===== config.mk =====
export PLATFORM = sky130hd
export DESIGN_NAME = sr_flop_bank
export DESIGN_NICKNAME = d
export VERILOG_FILES = /design/src/rtl/sr_flop_bank.sv
export SDC_FILE = /design/constraint.sdc
export NUM_CORES = 1
export LEC_CHECK = 0
export CORE_MARGIN = 8
export CORE_UTILIZATION = 43
export DETAILED_ROUTE_END_ITERATION = 16
export HOLD_SLACK_MARGIN = 0.05
export PLACE_DENSITY_LB_ADDON = 0.1
export SLEW_MARGIN = 15
export SYNTH_ARGS = -nofsm -noshare
export SYNTH_HDL_FRONTEND = slang
export SYNTH_SLANG_ARGS = --single-unit

===== constraint.sdc =====
create_clock -name clk_i -period 1.75 [get_ports clk_i]
set_clock_uncertainty 0.05 [all_clocks]
set_input_delay 0.175 -clock clk_i [delete_from_list [all_inputs] [get_ports clk_i]]
set_output_delay 0.175 -clock clk_i [all_outputs]
set_load 0.01 [all_outputs]

===== src/rtl/sr_flop_bank.sv =====
// sr_flop_bank: bank of clocked SR flip-flops with conflict policy, change/conflict flags and saturating error count
module sr_flop_bank #(
    parameter int               WIDTH  = 8,
    parameter logic [WIDTH-1:0] INIT   = '0,
    parameter int               POLICY = 0,
    parameter int               CNT_W  = 8
) (
    input  logic             clk_i,
    input  logic             rst_n_i,
    input  logic             en_i,
    input  logic [WIDTH-1:0] s_i,
    input  logic [WIDTH-1:0] r_i,
    input  logic             clr_err_i,
    output logic [WIDTH-1:0] q_o,
    output logic [WIDTH-1:0] qb_o,
    output logic [WIDTH-1:0] conflict_o,
    output logic [WIDTH-1:0] changed_o,
    output logic             err_sticky_o,
    output logic [CNT_W-1:0] err_cnt_o
);
    if (POLICY < 0 || POLICY > 3) begin : g_bad_policy
        $error("sr_flop_bank: POLICY must be 0..3");
    end
    if (WIDTH < 1 || WIDTH > 64) begin : g_bad_width
        $error("sr_flop_bank: WIDTH must be 1..64");
    end
    if (CNT_W < 2 || CNT_W > 16) begin : g_bad_cnt_w
        $error("sr_flop_bank: CNT_W must be 2..16");
    end
    logic [WIDTH-1:0] q_q, q_d, conflict_q, conflict_d, changed_q, changed_d, both, pol;
    logic             err_q, err_d, any_conflict;
    logic [CNT_W-1:0] cnt_q, cnt_d;
    always_comb begin
        both         = s_i & r_i;
        pol          = POLICY == 1 ? '1 : POLICY == 2 ? '0 : POLICY == 3 ? ~q_q : q_q;
        // Plain SR on non-conflicting bits; conflicting bits take the policy value.
        q_d          = en_i ? (((q_q | s_i) & ~r_i & ~both) | (both & pol)) : q_q;
        conflict_d   = en_i ? both : '0;
        changed_d    = q_d ^ q_q;
        any_conflict = |conflict_d;
        err_d        = clr_err_i ? any_conflict : (err_q | any_conflict);
        cnt_d        = clr_err_i ? {{(CNT_W-1){1'b0}}, any_conflict}
                     : (any_conflict && !(&cnt_q)) ? cnt_q + 1'b1 : cnt_q;
    end
    always_ff @(posedge clk_i or negedge rst_n_i) begin
        if (!rst_n_i) begin
            q_q        <= INIT;
            conflict_q <= '0;
            changed_q  <= '0;
            err_q      <= 1'b0;
            cnt_q      <= '0;
        end else begin
            q_q        <= q_d;
            conflict_q <= conflict_d;
            changed_q  <= changed_d;
            err_q      <= err_d;
            cnt_q      <= cnt_d;
        end
    end
    assign q_o          = q_q;
    assign qb_o         = ~q_q;
    assign conflict_o   = conflict_q;
    assign changed_o    = changed_q;
    assign err_sticky_o = err_q;
    assign err_cnt_o    = cnt_q;
endmodule


# Word level (Yosys, flattened, before mapping)
# Index checks and enable logic that the tools add are counted.
dict set report word_totals {
  ff_bits 33
  out_inout_bits 41
}
dict set report op_classes {
  n_reduce_logical 5
  muxes 5
  add_sub_neg 1
  bitwise_logic 11
}
# operator count
set ops {}
lappend ops {{$and A8 B8 Y8} 4}
lappend ops {{$mux W8} 4}
lappend ops {{$not A8 Y8} 3}
lappend ops {{$or A8 B8 Y8} 2}
lappend ops {{$add A8 B1 Y8 const B} 1}
lappend ops {{$reduce_and A8 Y1} 1}
lappend ops {{$reduce_or A8 Y1} 1}
lappend ops {{$xor A8 B8 Y8} 1}
lappend ops {{$reduce_bool A2 Y1} 1}
lappend ops {{$logic_and A1 B1 Y1} 1}
lappend ops {{$logic_not A1 Y1} 1}
lappend ops {{$mux W1} 1}
lappend ops {{$or A1 B1 Y1} 1}

# Logic depth before layout (Yosys ltp)
# Gate-level depths: netlist (run 1).
dict set report logic_depth {
  word_depth 6
  depth_mapped 5
  mapped_depth_nobuf 5
}

# Worst setup path after synthesis (run 1)
# No wires, ideal clock.
dict set report synth_timing {
  path_type {register -> register}
  start {register cnt_q[0] (netlist: err_cnt_o[0])}
  end {register cnt_q[4] (netlist: err_cnt_o[4])}
  period_less_slack_ns 1.641
  path_buffers 0
  path_stages_with_launch 6
  required_time_ns 1.572
  path_slack_ns 0.109
  arrival_time_ns 1.464
  setup_time_ns 0.128
  path_cell_list {dfrtp_1 -> ha_1 -> nand3_1 -> nor2_1 -> nor4b_1 -> mux2_1}
}
dict set report synth_between {
  elab_chain_cells 4
  word_cells_on_any_way 7
  classes_between {1 x add/sub; 2 x mux; 4 x reduce/logical}
}
# element line
set synth_rtl {}
lappend synth_rtl {{start, declared} 32} ;# logic [CNT_W-1:0] cnt_q, cnt_d;
lappend synth_rtl {{start signal, assigned} 57} ;# cnt_q <= cnt_d;
lappend synth_rtl {{parallel branches: the longest is 4 deep, another holds $add A8 B1 Y8} --}
# Parallel ways; which one is timed is not known. The select of a mux whose other input is x is not followed.
# A chain may end at the register's enable or synchronous reset.

# Worst setup path after layout (run 1)
dict set report layout_timing {
  start {input port r_i[7]}
  end {register cnt_q[4] (netlist: err_cnt_o[4])}
}
dict set report layout_between {
  elab_chain_cells 5
}
# element line
set layout_rtl {}
lappend layout_rtl {{start, declared} 12} ;# input logic [WIDTH-1:0] r_i,
lappend layout_rtl {{$and A8 B8 Y8} 34} ;# both = s_i & r_i;
lappend layout_rtl {{$mux W8} 38} ;# conflict_d = en_i ? both : '0;
lappend layout_rtl {{$reduce_or A8 Y1} 40} ;# any_conflict = |conflict_d;
lappend layout_rtl {{$logic_and A1 B1 Y1} 43} ;# : (any_conflict && !(&cnt_q)) ? cnt_q + 1'b1 : cnt_q;
lappend layout_rtl {{$reduce_bool A2 Y1 (no line)} --}
# No other way between the ends.

==> results of run 1 <==
logic make-up (layout without fill, tap and decap cells):
kind of cell	after synthesis	after routing	share of synthesized area, %
AND/OR/NAND/NOR	61	61	20.9
AO/OA/AOI/OAI	39	39	15.0
flip-flops	33	33	54.3
buffers and inverters	23	106	6.17
multiplexers	4	4	2.88
adder cells (fa/ha/maj)	1	1	0.822
final timing paths:
path / to / slack [ns] / depth (start not counted)
hold / removal: q_o[2] / 0.18 / 2
setup / recovery: err_cnt_o[4] / 0.08 / 5
max in group asynchronous: changed_o[1] / 1.16 / 2
setup reg to reg: err_cnt_o[4] / 0.11 / 5
min in group clk_i: conflict_o[1] / 0.48 / 2
hold reg to reg: err_sticky_o / 0.50 / 2
per-stage QoR:
step           worst slack (ns)  area (sq um)  setup TNS, ns  power (uW)
6_report                 0.0814          2350              0        1700
4_1_cts                  0.0793          2350              0        1720
3_5_place_dp             -0.280          2300          -1.51        1310
2_1_floorplan             0.109          1520              0        1010
5_1_grt                 0.00867          2350              0        1800
3_3_place_gp             -0.218          2300         -0.966        1290
flip-flops by register name, indices dropped and copies added (netlist names):
| name | flops |
|---|---|
| changed_o | 8 |
| conflict_o | 8 |
| err_cnt_o | 8 |
| q_o | 8 |
| err_sticky_o | 1 |
layout make-up:
class	count	area (sq um)
Tap cell	46	57.6
Timing Repair Buffer	79	743
Multi-Input combinational cell	105	602
Fill cell	286	1010
Sequential cell	33	826
Clock buffer	6	41.3
Clock inverter	2	10.0
Inverter	19	71.3
metal layers:
metal | global-route usage (%) | vias up | share of wire (%) | routed length, um
met2 | 27.9 | 56 | 53 | 2270
met5 | 0 | - | 0 | 0
met1 | 17.3 | 726 | 39 | 1660
met3 | 6.97 | 5 | 7.8 | 337
li1 | - | 731 | - | -
met4 | 7.04 | 0 | 0.84 | 36
placed cells by master, fill, tap and decap left out, drive strengths merged:
master         count
nor2b              3
nand2             13
a21oi             26
mux2               3
and3               8
nor4               1
nor3               1
nor4b              1
o31ai              1
a41o               1
o311ai             1
buf               19
a22oi              4
o21ai              3
clkdlybuf4s50     60
o41ai              2
nand3             10
inv               19
o221ai             1
ha                 1
mux2i              1
nand3b             1
or3                8
dfrtp             33
or4                2
nor2              12
clkinv             2
clkbuf             6
nand4              1
power groups by stage:
stage	Combinational (uW)	Sequential, uW	Clock (uW)
2_1_floorplan	129	885	0
3_3_place_gp	430	858	0
3_5_place_dp	445	860	0
4_1_cts	447	846	422
5_1_grt	484	854	457
6_report	443	846	410
==> reports/metrics.yaml, run 1 <==
outcome:
  status: "completed"
final_layout:
  drive_gt1_share_pct: 11.9
  insertedDiodeCount: 0
  final_cell_count_no_fill: 290
  final_util_pct: 69.9
  syn_to_final_growth_pct: 54.5
  final_nets: 264
clock_network:
  cts_sinks: 33
  tritoncts: "yes"
  clockBufferDepth: 2
  post_cts_buffers: 0
  cts-root-buf: "clkbuf_4"
  cts_made_buffers: 5
  htree_levels: 2
  clkSlewWorstSetupHoldPaths_ns: 0.11
  clock_latency_ns: 0.34
  post_cts_resized: 0
  cts_hold_buf: 0
worst_setup_path:
  path_max_fanout: 7
  worstPathCellList: "clkdlybuf4s50_1 -> a22oi_1 -> a41o_1 -> nor4b_1 -> mux2_1"
  path_delay_family: "buffers and inverters"
  cp-startpoint: "r_i[7]"
  endpoint_kind: "flop"
  critPathKind: "in -> reg"
  crit_path_max_incr_delay_ns: 0.55
  critPathRequiredTime_ns: 1.91
  arrival_ns: 1.83
  critPathBufInv: 1
  slowest_stage: "clkdlybuf4s50_1"
  r2r-start: "err_cnt_o[0]"
  crit_path_start_kind: "input port"
drt:
  post_drt_wl_per_cell_um: 14.8
  vias_per_cell: 5.23
  vias: 1518
  dr.pass1.iters: 4
  routed_wirelength_um: 4310
  antenna_left: 0
  drc: 0
  first_iter_violations: 94
yosys:
  ys.flop_type: "dfrtp_1"
  syn-cell-area_sq_um: 1520
  synth_cells: 161
  synth_top_area_share_pct: 54.3
  ys_ff_latch: 33
  synthDistinctLibCells: 29
  syn_nets: 182
  yosys-top-cells-count: "dfrtp_1 (33), a21oi_1 (26), inv_1 (18), nand2_1 (13), nor2_1 (12)"
  yosys-top-cells-area: "dfrtp_1 (54%), a21oi_1 (8.6%), inv_1 (4.4%), and3_1 (3.3%), nand3_1 (3.3%)"
  synth_edf_count: 0
  yosys_warnings: 0
  avgSynthCellArea_sq_um: 9.45
  synth_area_leader_cell: "dfrtp_1"
  synth-seq-area-share_pct: 54.3
  yosysMostFrequentCell: "dfrtp_1"
  async_flop_share_pct: 100
pwr:
  p_sw_uw: 496
  internal_power_uw: 1200
  sw_frac_of_total_pct: 29.2
  pwr_density_cell_nw_per_um2: 723
  power_leakage_uw: 0.00108
  pwr-share-clk_pct: 24.1
  vdd_ir_drop_max_mv: 0.446
  p_seq_share_pct: 49.8
  p_comb_share_pct: 26.1
hold_path:
  hold_class: "in -> async"
sta:
  whs_ns: 0.184
  setup_viol: 0
  fmax_mhz: 599
  period_minus_slack_ns: 1.67
  hold_violations: 0
  rsz0062_at_grt: "false"
  tightest_slew_ns: 0.412
  slew_headroom_pct: 72.5
  drv_slew: 0
  finalCritPeriodShare_pct: 95.4
global_routing:
  grt_usage_pct: 16.4
  antenna_found_initial: 0
  overflow: 0
  grt_max_degree: 34
  grt_pass1_wl_um: 7040
  first_global_vias: 1520
flow_run:
  maxCapViolations: 0
placement:
  dp_hpwl_um: 3330
  place_congestion: 0.884
  port_buffers: 60
  dp_cells: 282
floorplanning:
  io_pins: 61
  core-area_sq_um: 3360
  dieArea_sq_um: 5700
  placementRows: 21
  die_w_um: 75.5
  initial_core_util_pct: 45.2
  die_height_um: 75.5
No activity file was read; power rests on OpenSTA's default activity.
==> run 2: changes to the inputs <==
--- a/config.mk
+++ b/config.mk
@@ -8,7 +8,6 @@
 export CORE_MARGIN = 8
 export CORE_UTILIZATION = 43
 export DETAILED_ROUTE_END_ITERATION = 16
-export HOLD_SLACK_MARGIN = 0.05
 export PLACE_DENSITY_LB_ADDON = 0.1
 export SLEW_MARGIN = 15
 export SYNTH_ARGS = -nofsm -noshare
==> results of run 2 <==
No change in the layout: final DEF, timing and power equal those of run 1.
==> run 3: changes to the inputs <==
--- a/config.mk
+++ b/config.mk
@@ -5,6 +5,7 @@
 export SDC_FILE = /design/constraint.sdc
 export NUM_CORES = 1
 export LEC_CHECK = 0
+export CAP_MARGIN = 20
 export CORE_MARGIN = 8
 export CORE_UTILIZATION = 43
 export DETAILED_ROUTE_END_ITERATION = 16
==> results of run 3 <==
No change in the layout: final DEF, timing and power equal those of run 1.
